## src/rtl/pend_bit_sched_pkg.sv

```systemverilog
// Shared sizing and FSM encoding for the pending-bit scheduler.
// No logic, no latency, no backpressure; constants and types only.
package pend_bit_sched_pkg;

  localparam int WIDTH = 32;
  localparam int POS_W = 5;
  localparam int CNT_W = 8;

  typedef enum logic {
    IDLE  = 1'b0,
    OFFER = 1'b1
  } state_t;

endpackage

```

## src/rtl/pend_bit_sched_lead_one_enc.sv

```systemverilog
// Leading-one encoder: index of the highest set bit of a 32-bit word, plus a zero flag.
// Purely combinational, no backpressure; the index is meaningless when zero is high.
module lead_one_enc (
  input  logic [31:0] in_vec,
  output logic [4:0]  pos,
  output logic        zero
);

  logic [15:0] x16;
  logic [7:0]  x8;
  logic [3:0]  x4;
  logic [1:0]  x2;
  logic        h4, h3, h2, h1;

  // Each stage keeps the upper half if it has any bit set; that choice is one index bit.
  always_comb begin
    h4   = |in_vec[31:16];
    x16  = h4 ? in_vec[31:16] : in_vec[15:0];
    h3   = |x16[15:8];
    x8   = h3 ? x16[15:8] : x16[7:0];
    h2   = |x8[7:4];
    x4   = h2 ? x8[7:4] : x8[3:0];
    h1   = |x4[3:2];
    x2   = h1 ? x4[3:2] : x4[1:0];
    pos  = {h4, h3, h2, h1, x2[1]};
    zero = ~|in_vec;
  end

endmodule

```

## src/rtl/pend_bit_sched.sv

```systemverilog
// Fixed-priority scheduler: sticky pending word, highest index offered first.
// Set-to-offer in one cycle; an offer is held stable until gnt_rdy, then back-to-back.
module pend_bit_sched
  import pend_bit_sched_pkg::*;
(
  input  logic             clk,
  input  logic             rst_n,
  input  logic             set_vld,
  input  logic [WIDTH-1:0] set_mask,
  input  logic             clr_all,
  input  logic             en,
  output logic             gnt_vld,
  output logic [POS_W-1:0] gnt_pos,
  input  logic             gnt_rdy,
  output logic [WIDTH-1:0] pend,
  output logic             busy,
  output logic             ovf,
  output logic [CNT_W-1:0] acc_cnt
);

  state_t           state_q, state_d;
  logic             gnt_vld_q, gnt_vld_d;
  logic [POS_W-1:0] gnt_pos_q, gnt_pos_d;
  logic [WIDTH-1:0] pend_q, pend_d;
  logic             ovf_q, ovf_d;
  logic [CNT_W-1:0] acc_cnt_q, acc_cnt_d;

  logic             acc;
  logic [WIDTH-1:0] clr_vec;
  logic [WIDTH-1:0] set_vec;
  logic [POS_W-1:0] enc_pos;
  logic             enc_zero;
  logic             launch;

  // The encoder looks at next-cycle pending so a fresh set is offered one cycle later.
  lead_one_enc u_enc (
    .in_vec (pend_d),
    .pos    (enc_pos),
    .zero   (enc_zero)
  );

  always_comb begin
    acc     = gnt_vld_q & gnt_rdy;
    clr_vec = acc ? ({{(WIDTH-1){1'b0}}, 1'b1} << gnt_pos_q) : '0;
    set_vec = set_vld ? set_mask : '0;

    pend_d = clr_all ? '0 : ((pend_q & ~clr_vec) | set_vec);

    // A set landing on the bit just accepted is a re-arm, not an overflow.
    ovf_d = clr_all ? 1'b0 : (ovf_q | (|(set_vec & pend_q & ~clr_vec)));

    acc_cnt_d = acc_cnt_q + {{(CNT_W-1){1'b0}}, acc};
  end

  always_comb begin
    state_d   = state_q;
    gnt_vld_d = gnt_vld_q;
    gnt_pos_d = gnt_pos_q;
    launch    = ~clr_all & en & ~enc_zero;

    case (state_q)
      IDLE: begin
        gnt_vld_d = 1'b0;
        if (launch) begin
          gnt_pos_d = enc_pos;
          gnt_vld_d = 1'b1;
          state_d   = OFFER;
        end
      end
      OFFER: begin
        gnt_vld_d = 1'b1;
        if (clr_all) begin
          gnt_vld_d = 1'b0;
          state_d   = IDLE;
        end else if (acc) begin
          if (launch) begin
            gnt_pos_d = enc_pos;
          end else begin
            gnt_vld_d = 1'b0;
            state_d   = IDLE;
          end
        end
      end
      default: begin
        gnt_vld_d = 1'b0;
        state_d   = IDLE;
      end
    endcase
  end

  always_ff @(posedge clk or negedge rst_n) begin
    if (!rst_n) begin
      state_q   <= IDLE;
      gnt_vld_q <= 1'b0;
      gnt_pos_q <= '0;
      pend_q    <= '0;
      ovf_q     <= 1'b0;
      acc_cnt_q <= '0;
    end else begin
      state_q   <= state_d;
      gnt_vld_q <= gnt_vld_d;
      gnt_pos_q <= gnt_pos_d;
      pend_q    <= pend_d;
      ovf_q     <= ovf_d;
      acc_cnt_q <= acc_cnt_d;
    end
  end

  assign gnt_vld = gnt_vld_q;
  assign gnt_pos = gnt_pos_q;
  assign pend    = pend_q;
  assign busy    = gnt_vld_q | (|pend_q);
  assign ovf     = ovf_q;
  assign acc_cnt = acc_cnt_q;

endmodule

```

## config.mk

```make
export PLATFORM = sky130hd
export DESIGN_NAME = pend_bit_sched
export DESIGN_NICKNAME = d
export VERILOG_FILES = /design/src/rtl/pend_bit_sched_pkg.sv /design/src/rtl/pend_bit_sched_lead_one_enc.sv /design/src/rtl/pend_bit_sched.sv
export SDC_FILE = /design/constraint.sdc
export NUM_CORES = 1
export LEC_CHECK = 0
export ABC_AREA = 1
export ABC_CLOCK_PERIOD_IN_PS = 5000
export CAP_MARGIN = 20
export CORE_MARGIN = 2
export CORE_UTILIZATION = 45
export DETAILED_ROUTE_END_ITERATION = 10
export PLACE_DENSITY = 0.77
export SLEW_MARGIN = 20
export SYNTH_ARGS = -nofsm -noshare
export SYNTH_HDL_FRONTEND = slang
export SYNTH_SLANG_ARGS = --single-unit
```

## constraint.sdc

```tcl
create_clock -name clk -period 5 [get_ports clk]
set_clock_uncertainty 0.05 [all_clocks]
set_input_delay 1 -clock clk [delete_from_list [all_inputs] [get_ports clk]]
set_output_delay 1 -clock clk [all_outputs]
set_load 0.1 [all_outputs]
```

==> summary.txt <==
status: finished clean
CP Buf/Inv Count: 3
flops & latches, synth: 47
Cell Int Power: 0.799 mW
yosys warns: 0
Layout Utilization: 0.625
# placed instances: 572
CP max stage cell: clkdlybuf4s50_1
Iter 0 DRT Violations: 220
Core Area: 6280 µm²
Routed wire per std cell: 16.0 µm
RePlAce Congestion: 0.980
crit path capture type: register
Filler Cell Count: 583
worst hold start: acc_cnt[7]$_DFF_PN0_
Leakage Power: 1.95 nW
sw frac: 0.476
Yosys top cell by area: dfrtp_1
clock buffer depth: 2
CP most frequent cell: nand2_1
CTS clk-pin slew, worst paths: 0.09 ns
R2R setup slack: 1.75 ns
RSZ-0062 raised after global routing: false
leading cell type in the layout, fill and taps excluded: nand2_1
PD cells: 389 nW/µm²
Placed Area: 3790 µm²
R2R Path End: gnt_pos[0]$_DFFE_PN0P_
Crit Path Max Fanout: 23
worst path cell trace: clkdlybuf4s50_1, inv_1, nand2_1, nand2_1, nor2_1, nand2_1, nor2_4, nand2_1, nand2_1, nand2_1, nor2_4, nand2_2, o21ai_1, inv_1, nand2_1, nand3_1, nand3_1, nand2_1
Clock power frac: 0.221
vias in the first global route: 2933
Crit. path cell count: 18
largest net degree at the start of global routing: 48
cells on worst reg2reg path: 22
# port buffers: 85
Seq pwr share: 0.318
final worst setup slack: 0.898 ns
vias per inst: 5.43
GRT Total Usage: 0.263
Initial DRT Pass Iterations: 5
Antenna Nets Post-Route: 0
largest cells by area after synthesis: dfrtp_1 41%, nand2_1 21%, nand3_1 5.2%
Post-synth EDFFs: 0
Seq/Total Area, Yosys: 0.406
dpl hpwl: 7250 µm
# hold bufs at CTS: 0
CTS sink cnt: 47
CP delay by family, top: simple AND/OR/NAND/NOR gates
CTS Buf Count: 5
Layout area overhead: 35.4%
start of the worst register-to-register path: gnt_pos[1]$_DFFE_PN0P_
Die ar.: 7100 µm²
cell count after synthesis: 420
Slew Viols, Final: 0
WS Path Type: in2reg
most frequent cells in the layout: 160 x nand2_1, 84 x clkdlybuf4s50_1, 47 x dfrtp_1, 39 x inv_1, 30 x nand3_1
maximum vdd drop: 0.000362 V
Fmax achieved: 244 MHz
Worst slew margin: 0.341
Root Buffer: clkbuf_8
Final Hold Vio Count: 0
Boundary Pins: 86
Die X: 84.3 µm
final non-filler cell total: 580
Net Sw Power: 0.727 mW
CP arrival: 4.27 ns
leading register cell type out of synthesis: dfrtp_1
FFs w/ async S/R, synth: 1.00
share of layout cells above drive strength 1: 0.0497
top-area cell type share of the netlist area: 0.406
Req. time, crit path: 5.17 ns
CP Launch Point: clr_all
Gate power share: 0.461
CP Capture Point: gnt_pos[0]$_DFFE_PN0P_
vias: 3151
Fin Setup TNS: 0 ns
Syn Nets: 460
CTS tree: yes
MaxCap Viol Count: 0
worst skew pair latency: 0.31 ns
grt total ovfl: 0
Syn Area/Cell: 6.91 µm²
final wirelength: 9270 µm
synthesized area: 2900 µm²
DP Worst Slack: 0.619 ns
Post-CTS Resized: 0
Remaining DRCs: 0
minimum clock period: 4.10 ns
post-route cell area: 3930 µm²
Initial Utilization: 0.462
initial antenna violation count: 0
final setup vio count: 0
period utilization: 0.820
row count: 29
diode count: 0
crit-path max cell delay: 0.86 ns
worst hold path class: reg2reg
synth unique cells: 32
H-tree depth: 2
die height: 84.3 µm
Post-CTS Setup Inserts: 0
Final nets: 542
actual slew at the worst max-slew pin: 0.985 ns
first-pass GRT wire length: 14700 µm
CP startpoint kind: primary input
logic make-up after synthesis:
logic type               after synthesis  share of synthesized area
XOR/XNOR                               6                     0.0181
AO/OA/AOI/OAI                         65                      0.128
flip-flops                            47                      0.406
AND/OR/NAND/NOR                      245                      0.361
buffers and inverters                 55                     0.0785
adder cells (fa/ha/maj)                2                    0.00863
worst min-delay path by stage:
stage | to | cells past startpoint
floorplan | acc_cnt[0]$_DFF_PN0_ | 0
global placement | acc_cnt[7]$_DFF_PN0_ | 1
detailed placement | acc_cnt[7]$_DFF_PN0_ | 1
CTS | acc_cnt[7]$_DFF_PN0_ | 1
global route | acc_cnt[7]$_DFF_PN0_ | 1
finish | acc_cnt[7]$_DFF_PN0_ | 1
layout make-up:
type	count	area [µm²]	share of cell area
Multi-Input combinational cell	318	1500	0.381
Tap cell	77	96.3	0.0245
Timing Repair Buffer	87	863	0.220
Clock inverter	2	60.1	0.0153
Sequential cell	47	1180	0.300
Inverter	43	161	0.0411
Clock buffer	6	72.6	0.0185
metrics by stage:
| stage | power (mW) | hold slack (ns) |
|---|---|---|
| after floorplan | 1.00 | 0.654 |
| after global placement | 1.19 | 0.411 |
| after detailed placement | 1.19 | 0.418 |
| after CTS | 1.53 | 0.430 |
| after global routing | 1.59 | 0.478 |
| final | 1.53 | 0.428 |
layer usage:
layer | vias up | GRT usage | wire (µm) | share of wire
li1 | 1547 | - | - | -
met1 | 1447 | 0.360 | 4140 | 0.45
met2 | 147 | 0.429 | 4260 | 0.46
met3 | 10 | 0.0511 | 759 | 0.082
met4 | 0 | 0.0689 | 113 | 0.012
met5 | - | 0 | 0 | 0
state kept, by name, indices dropped and copies added (netlist names):
| register | flops |
|---|---|
| pend | 32 |
| acc_cnt | 8 |
| gnt_pos | 5 |
| gnt_vld | 1 |
| ovf | 1 |
Yosys cell counts (2+ instances only):
cell,instances
nand4_1,6
nor3_1,2
ha_1,2
o22ai_1,12
xor2_1,3
inv_2,4
nor2_1,24
o21ai_1,7
nor2_2,6
clkbuf_1,2
inv_1,39
buf_2,8
o21ai_0,15
a21oi_1,21
o21a_1,2
nand2_1,160
nand3_1,30
dfrtp_1,47
nor2_4,3
nor4_1,13
xnor2_1,3
power groups by stage:
stage               registers, mW  clock network, mW  logic [mW]
finish                      0.485              0.337       0.703
detailed placement          0.493                  0       0.699
global placement            0.491                  0       0.697
global route                0.494              0.355       0.737
CTS                         0.485              0.338       0.702
floorplan                   0.822                  0       0.179
worst reg2reg max path, stage by stage (launching register included):
cell and delay [ns]:
dfrtp_1 0.49, inv_2 0.13, nand2_1 0.05, nor2_1 0.31, nand3_1 0.18, nand2_1 0.13
nand2_1 0.06, nand2_1 0.10, nand2_1 0.07, nor2_1 0.09, nand2_1 0.10, nor2_4 0.30
nand2_1 0.10, nand2_1 0.10, nand2_1 0.09, nor2_4 0.18, nand2_2 0.08, o21ai_1 0.20
inv_1 0.07, nand2_1 0.06, nand3_1 0.08, nand3_1 0.09, nand2_1 0.05
Note: power is estimated with default switching activity, not from simulation.
